**src/rtl/usb_spi_pkg.sv**
```systemverilog
// rtl/usb_spi_pkg.sv - shared types and register map for the USB host SPI master
package usb_spi_pkg;

    localparam int DIV_W = 8;

    typedef enum logic [2:0] {
        IDLE,
        LOAD,
        HIGH,
        LOW,
        DONE
    } state_t;

    localparam logic [1:0] ADDR_DATA   = 2'd0;
    localparam logic [1:0] ADDR_STATUS = 2'd1;
    localparam logic [1:0] ADDR_CTRL   = 2'd2;

    localparam int STAT_BUSY = 0;
    localparam int STAT_RXV  = 1;
    localparam int STAT_OVR  = 2;
    localparam int STAT_INT  = 3;

    localparam int CTRL_CS    = 8;
    localparam int CTRL_INTEN = 9;

endpackage

```
**src/rtl/usb_spi_shifter.sv**
```systemverilog
// rtl/usb_spi_shifter.sv - full-duplex MSB-first shift register and bit counter
module usb_spi_shifter #(
    parameter int DATA_W = 8
) (
    input  logic              clk,
    input  logic              reset_n,
    input  logic              load,
    input  logic              sample,
    input  logic              advance,
    input  logic [DATA_W-1:0] tx,
    input  logic              sdo,
    output logic [DATA_W-1:0] shift,
    output logic              last,
    output logic              sdi
);

    localparam int CNT_W = (DATA_W > 1) ? $clog2(DATA_W) : 1;
    localparam logic [CNT_W-1:0] LAST_BIT = CNT_W'(DATA_W - 1);

    logic [CNT_W-1:0] bitcnt;

    // sdi is held separately so the rising-edge sample never disturbs the outgoing bit
    always_ff @(posedge clk) begin
        if (!reset_n) begin
            shift  <= '0;
            bitcnt <= '0;
            sdi    <= 1'b0;
        end else if (load) begin
            shift  <= tx;
            bitcnt <= '0;
            sdi    <= tx[DATA_W-1];
        end else begin
            if (sample) begin
                shift <= {shift[DATA_W-2:0], sdo};
            end
            if (advance) begin
                sdi    <= shift[DATA_W-1];
                bitcnt <= bitcnt + 1'b1;
            end
        end
    end

    assign last = (bitcnt == LAST_BIT);

endmodule

```
**src/rtl/usb_spi_master.sv**
```systemverilog
// rtl/usb_spi_master.sv - Avalon-MM register file and SPI mode-0 sequencer for the USB host chip
module usb_spi_master
    import usb_spi_pkg::*;
#(
    parameter logic [DIV_W-1:0] DIV_RESET = 8'd4,
    parameter int               DATA_W    = 8
) (
    input  logic        clk,
    input  logic        reset_n,
    input  logic [1:0]  address,
    input  logic        chipselect,
    input  logic        write_n,
    input  logic [31:0] writedata,
    output logic [31:0] readdata,
    output logic        usb_sck,
    output logic        usb_sdi,
    input  logic        usb_sdo,
    output logic        usb_scs_n,
    input  logic        usb_int_n,
    output logic        irq
);

    state_t             state, next_state;
    logic [DIV_W-1:0]   hc, div, div_l;
    logic               cs_assert, int_en, rx_valid, ovr;
    logic [DATA_W-1:0]  rx_data, shift;
    logic [1:0]         int_sync;
    logic               busy, sample, advance, last, int_act;
    logic               wr, rd, wr_data, start, phase_end;
    logic [31:0]        rd_mux;
    logic               unused_wdata;

    assign wr        = chipselect & ~write_n;
    assign rd        = chipselect & write_n;
    assign wr_data   = wr && (address == ADDR_DATA);
    assign start     = wr_data && (state == IDLE);
    assign phase_end = (hc == div_l);
    assign int_act   = ~int_sync[1];
    assign unused_wdata = ^writedata[31:CTRL_INTEN+1];

    always_ff @(posedge clk) begin
        if (!reset_n) begin
            state <= IDLE;
            hc    <= '0;
        end else begin
            state <= next_state;
            hc    <= (state == IDLE || next_state != state) ? '0 : hc + 1'b1;
        end
    end

    always_comb begin
        next_state = state;
        case (state)
            IDLE: if (start)     next_state = LOAD;
            LOAD: if (phase_end) next_state = HIGH;
            HIGH: if (phase_end) next_state = last ? DONE : LOW;
            LOW:  if (phase_end) next_state = HIGH;
            DONE:                next_state = IDLE;
            default:             next_state = IDLE;
        endcase
    end

    // shifter strobes fire on the edge that enters HIGH/LOW
    always_comb begin
        usb_sck = (state == HIGH);
        busy    = (state != IDLE);
        sample  = (next_state == HIGH) && (state != HIGH);
        advance = (next_state == LOW) && (state != LOW);
    end

    usb_spi_shifter #(.DATA_W(DATA_W)) u_shifter (
        .clk     (clk),
        .reset_n (reset_n),
        .load    (start),
        .sample  (sample),
        .advance (advance),
        .tx      (writedata[DATA_W-1:0]),
        .sdo     (usb_sdo),
        .shift   (shift),
        .last    (last),
        .sdi     (usb_sdi)
    );

    always_comb begin
        rd_mux = '0;
        case (address)
            ADDR_DATA:   rd_mux = 32'(rx_data);
            ADDR_STATUS: rd_mux = {28'b0, int_act, ovr, rx_valid, busy};
            ADDR_CTRL:   rd_mux = {22'b0, int_en, cs_assert, div};
            default:     rd_mux = '0;
        endcase
    end

    always_ff @(posedge clk) begin
        if (!reset_n) begin
            div       <= DIV_RESET;
            div_l     <= DIV_RESET;
            cs_assert <= 1'b0;
            int_en    <= 1'b0;
            ovr       <= 1'b0;
            rx_valid  <= 1'b0;
            rx_data   <= '0;
            int_sync  <= 2'b11;
            readdata  <= '0;
        end else begin
            int_sync <= {int_sync[0], usb_int_n};
            readdata <= rd_mux;
            if (start) begin
                div_l <= div;
            end
            if (wr && address == ADDR_CTRL) begin
                div       <= writedata[DIV_W-1:0];
                cs_assert <= writedata[CTRL_CS];
                int_en    <= writedata[CTRL_INTEN];
            end
            if (wr && address == ADDR_STATUS) begin
                ovr <= 1'b0;
            end else if (wr_data && busy) begin
                ovr <= 1'b1;
            end
            // completion beats a coincident DATA read
            if (state == DONE) begin
                rx_valid <= 1'b1;
                rx_data  <= shift;
            end else if (rd && address == ADDR_DATA) begin
                rx_valid <= 1'b0;
            end
        end
    end

    assign usb_scs_n = ~cs_assert;
    assign irq       = int_en & int_act;

endmodule
```
**config.mk**
```make
export PLATFORM = sky130hd
export DESIGN_NAME = usb_spi_master
export DESIGN_NICKNAME = d
export VERILOG_FILES = /design/src/rtl/usb_spi_pkg.sv /design/src/rtl/usb_spi_shifter.sv /design/src/rtl/usb_spi_master.sv
export SDC_FILE = /design/constraint.sdc
export NUM_CORES = 1
export LEC_CHECK = 0
export BUFFER_PORTS_ARGS = -buffer_cell sky130_fd_sc_hd__buf_2
export CAP_MARGIN = 20
export CORE_ASPECT_RATIO = 1.25
export CORE_MARGIN = 5
export CORE_UTILIZATION = 56
export DETAILED_ROUTE_END_ITERATION = 10
export GPL_ROUTABILITY_DRIVEN = 0
export HOLD_SLACK_MARGIN = 0.08
export PLACE_DENSITY = 0.84
export SLEW_MARGIN = 40
export SYNTH_ARGS = -nofsm -noshare
export SYNTH_HDL_FRONTEND = slang
export SYNTH_SLANG_ARGS = --single-unit
```
**constraint.sdc**
```tcl
create_clock -name clk -period 2.6 [get_ports clk]
set_clock_uncertainty 0.1 [all_clocks]
set_input_delay 0.52 -clock clk [delete_from_list [all_inputs] [get_ports clk]]
set_output_delay 0.52 -clock clk [all_outputs]
set_load 0.01 [all_outputs]
```
# Word-level counts from Yosys, hierarchy flattened
# Cells that the tools add are included.
op_classes:
  add_sub_neg: 2
  multipliers: 0
  div_mod_pow: 0
  order_cmp: 0
  eq_ne: 13
  shift: 0
  muxes: 12
  bitwise: 7
  n_reduce_logical: 19
ops:
  columns: ["operator", "count"]
  rows:
  - ["10-bit one-hot mux with 3 select lines", 1]
  - ["8-bit 2-to-1 mux", 2]
  - ["3-bit by 2-bit == test with 1-bit output, second input constant", 4]
  - ["3-bit 2-to-1 mux", 4]
  - ["3-bit one-hot mux with 3 select lines", 1]
  - ["8-bit by 1-bit adder with 8-bit output, second input constant", 1]
  - ["8-bit == test", 1]
  - ["1-bit logical AND", 8]
  - ["2-bit OR reduction", 4]
  - ["3-bit == test, second input constant", 2]
  - ["3-bit by 2-bit != test with 1-bit output, second input constant", 2]
  - ["2-bit nonzero test", 3]
  - ["1-bit 2-to-1 mux", 4]
  - ["1-bit NOT", 4]
  - ["3-bit by 1-bit adder with 3-bit output, second input constant", 1]
  - ["1-bit AND", 3]
  - ["3-bit by 1-bit == test with 1-bit output, second input constant", 1]
  - ["3-bit zero test", 1]
  - ["3-bit != test", 1]
  - ["3-bit nonzero test", 1]
  - ["2-bit by 1-bit == test with 1-bit output, second input constant", 1]
  - ["2-bit == test, second input constant", 1]
  - ["2-bit zero test", 1]
  - ["1-bit logical OR", 1]
totals:
  reg_bits: 85
  latchBits: 0
  mem_bits_rw: 0
  mem_bits_ro: 0
  in_bits: 40
  word_cells: 67
  mem_count: 0

# Logic depth before layout (Yosys ltp)
logic_depth:
  depth_word: 10
  depth_mapped: 6

# Modules after synthesis
# Synthesis repeated with hierarchy kept, for this count alone.
unflattened:
  hier_cells: 309
  area_unflattened_um2: 2811.4
by_module_without_submodules:
  columns: ["module", "instances", "cells_per_inst", "area_each_um2", "seq_area_each_um2"]
  rows:
  - ["usb_spi_master", 1, 257, 2260.9, 1021.0]
  - ["usb_spi_shifter", 1, 52, 550.5, 240.2]

# Worst setup path before layout
# Ideal clock, no wire load.
synth_path:
  path_type: "input-to-reg"
  from: "input address[1]"
  to: "register div_l[2]"
  setup_ns: 0.126
  arrival_time_ns: 1.421
  path_slack_ns: 0.952
  path_stages: 5
  path_buffers: 1
  cell_sequence: "nor4b_2 nand2_2 buf_2 mux2i_1 nand2_1"
synth_between:
  elab_chain_len: 3
synth_lines:
  columns: ["element", "line_no", "text"]
  rows:
  - ["start, declared", "usb_spi_master.sv:10", "input logic [1:0] address,"]
  - ["2-bit zero test", "usb_spi_master.sv:35", "assign wr_data = wr && (address == ADDR_DATA);"]
  - ["1-bit logical AND", "usb_spi_master.sv:35", null]
  - ["1-bit logical AND", "usb_spi_master.sv:36", "assign start = wr_data && (state == IDLE);"]
  - ["end signal, assigned", "usb_spi_master.sv:109", "div_l <= div;"]
  - ["end, declared", "usb_spi_master.sv:24", "logic [DIV_W-1:0] hc, div, div_l;"]
# Every way passes these cells.
# A chain may end at the register's enable or synchronous reset.

# Final worst setup path
layout_path:
  from: "register hc[4]"
  to: "register hc[2]"
layout_between:
  elab_chain_len: 6
  elab_cells_between_ends: 7
layout_lines:
  columns: ["element", "line_no", "text"]
  rows:
  - ["start, declared", "usb_spi_master.sv:24", null]
  - ["start signal, assigned", "usb_spi_master.sv:47", "hc <= (state == IDLE || next_state != state) ? '0 : hc + 1'b1;"]
  - ["8-bit == test *", "usb_spi_master.sv:37", "assign phase_end = (hc == div_l);"]
  - ["3-bit 2-to-1 mux, on equally long branches", "usb_spi_master.sv:55, usb_spi_master.sv:57, usb_spi_master.sv:56", null]
  - ["3-bit one-hot mux with 3 select lines *", "usb_spi_master.sv:53", "case (state)"]
  - ["3-bit != test *", "usb_spi_master.sv:47", null]
  - ["1-bit logical OR *", "usb_spi_master.sv:47", null]
  - ["2-bit OR reduction (no line) *", null, null]
# Mark *: on every way between the ends. The rest lies on a longest branch, timed or not.

==> impl_metrics.yaml <==
layout:
  finalNetCount: 396
  drive_above_1_share: 0.173
  final_cell_mix: "dfxtp_1 (63), nand2_1 (44), buf_2 (31)"
  layout_commonest_cell: "dfxtp_1"
  n_antenna_cell: 0
  syn2layout_area_growth_pct: 11.7
clocking:
  htree_num_levels: 3
  cts_tree: "yes"
  postCtsHoldBufs: 0
  clock-sinks: 63
  cts-root-buf: "clkbuf_8"
  post_cts_resized: 0
  path_clk_slew_ns: 0.07
  post-cts-setup-buffers: 0
  clock_tree.buffer_depth: 2
  clk_latency_ns: 0.35
  cts_buffers: 9
worst_setup_path:
  crit_path_end_kind: "flip-flop"
  crit_fanout: 11
  max_stage_delay_ns: 0.68
  worstPathArrival_ns: 2.14
  critPathRequiredTime_ns: 2.70
  worst-path-buf-inv: 0
  cp_slowest_cell: "o21ai_1"
  crit_chain: "xnor2_1 -> nand4_2 -> o21ai_1 -> a211oi_1"
  crit_family: "compound AO/OA/AOI/OAI gates"
  crit_type: "reg -> reg"
  cp-start-kind: "flip-flop"
timing:
  period_share: 0.788
  rsz0062_at_grt: "no"
  tightestPinTransition_ns: 0.709
  slew_headroom: 0.524
  finalMaxSlewViolations: 0
  finalCriticalPeriod_ns: 2.05
  fmax_mhz: 488
  finalWorstSetupSlack_ns: 0.551
  finalHoldViolCount: 0
  fin_tns_setup_ns: 0
  finalSetupViolCount: 0
flow_run:
  max-cap-violations: 0
synthesis:
  ys_seq_area_frac: 0.441
  synth_cells: 325
  ys_warn_count: 0
  avgSynthCellArea_um2: 8.80
  syn_area_um2: 2860
  ys_ff_latch: 63
  synth_cell_type_count: 39
grt:
  grt_pass1_vias: 2263
  grt_max_degree: 20
  grt_pass1_wl_um: 10800
  track_usage: 0.209
  antenna_found_initial: 0
  gr-total-overflow: 0
floorplanning:
  die_h_um: 89.9
  core_area_um2: 5010
  rows: 29
  pin_count: 76
  start_util: 0.571
  die_area_um2: 6640
  die_x_um: 73.9
worst_hold_path:
  hold_path_class: "in -> reg"
route:
  vias_per_cell: 5.62
  drt_wl_total_um: 6620
  drtPass1Iterations: 4
  wl_per_cell_um: 15.8
  drt_iter0_drc: 208
  vias: 2362
  drcViolationCount: 0
  drtAntennaViolNets: 0
place:
  dp_hpwl_um: 4750
  post-place-ws_ns: 0.486
  io_buffer_count: 31
outcome:
  run_status: "finished, final reports clean"
power:
  p_leak_nw: 1.25
  peakVddDrop_uv: 297
  power_density_nw_per_um2: 652
final timing paths:
path	from	endpoint	slack [ns]	cells past startpoint
hold reg to reg	int_sync[0]	int_sync[1]	0.32	1
setup / recovery	hc[4]	hc[2]	0.55	4
hold / removal	usb_int_n	int_sync[0]	0.26	2
setup reg to reg	hc[4]	hc[2]	0.55	4
per-layer routing:
| metal | GRT usage | share of wire | up-vias |
|---|---|---|---|
| met5 | 0 | 0 | - |
| met4 | 0.119 | 0.038 | 0 |
| met3 | 0.0424 | 0.074 | 19 |
| met2 | 0.322 | 0.48 | 91 |
| met1 | 0.265 | 0.41 | 1100 |
| li1 | - | - | 1152 |
cell families (layout without fill, tap and decap cells):
logic type | count (synthesis) | after routing | share of synthesized area
adder cells (fa/ha/maj) | 3 | 3 | 0.0131
XOR/XNOR | 14 | 14 | 0.0481
other | 1 | 22 | 0.00131
multiplexers | 14 | 14 | 0.0490
buffers and inverters | 45 | 57 | 0.0923
AO/OA/AOI/OAI | 73 | 73 | 0.159
flip-flops | 63 | 63 | 0.441
AND/OR/NAND/NOR | 112 | 112 | 0.196
sequential cells by signal, summed over array words and instances, names as in the netlist:
| name | cells |
|---|---|
| u_shifter.shift | 8 |
| rx_data | 8 |
| state | 3 |
| u_shifter.sdi | 1 |
| div_l | 8 |
| readdata | 10 |
| int_sync | 2 |
| hc | 8 |
| u_shifter.bitcnt | 3 |
| cs_assert | 1 |
| div | 8 |
| ovr | 1 |
| rx_valid | 1 |
| int_en | 1 |
final cells by class:
class,count,area [um^2]
fillers,427,1810
multi-input cells,238,1410
flip-flops and latches,63,1260
repair buffers,36,193
clock buffers,10,138
clock inverters,6,92.6
well taps,62,77.6
inverters,5,18.8
metrics by stage:
step,util,total power (W),cell area [um^2],cells,hold WS (ns)
final,0.638,0.00208,3190,420,0.258
after global routing,0.638,0.00213,3190,420,0.273
after CTS,0.638,0.00209,3190,420,0.252
after detailed placement,0.592,0.00112,2960,404,0.306
after global placement,0.592,0.00112,2960,404,0.301
after floorplan,-,0.00111,2940,346,0.286
power breakdown:
part           internal [W]  switching (W)  total, W
logic             0.0000352      0.0000805  0.000116
clock network      0.000570       0.000409  0.000979
registers          0.000978     0.00000978  0.000988
cell usage after synthesis (all sizes together):
cell type  number  area, um^2
dfxtp          63        1260
nand2          45         171
buf            35         226
a21oi          27         135
nor2           23        86.3
o31ai          15         118
mux2i          14         140
nand4          13        93.8
xnor2          12         120
a211oi         10        75.1
a31oi          10        62.6
o21ai           9        45.0
nand2b          6        37.5
nand3           6        30.0
clkbuf          5        18.8
inv             5        18.8
nor3            4        20.0
and3            3        18.8
ha              3        37.5
nor2b           3        18.8
and4            2        17.5
xor2            2        17.5
a21o            1        7.51
and2            1        6.26
and3b           1        8.76
conb            1        3.75
nand3b          1        7.51
nor3b           1        12.5
nor4b           1        15.0
o221a           1        11.3
or3b            1        8.76
or4             1        7.51
worst register-to-register path, cell delays in order, from the launching register on:
cell and delay, ns:
dfxtp_1 0.35, xnor2_1 0.26, nand4_2 0.34, o21ai_1 0.68, a211oi_1 0.17
Power figures use the tool's default switching activity.
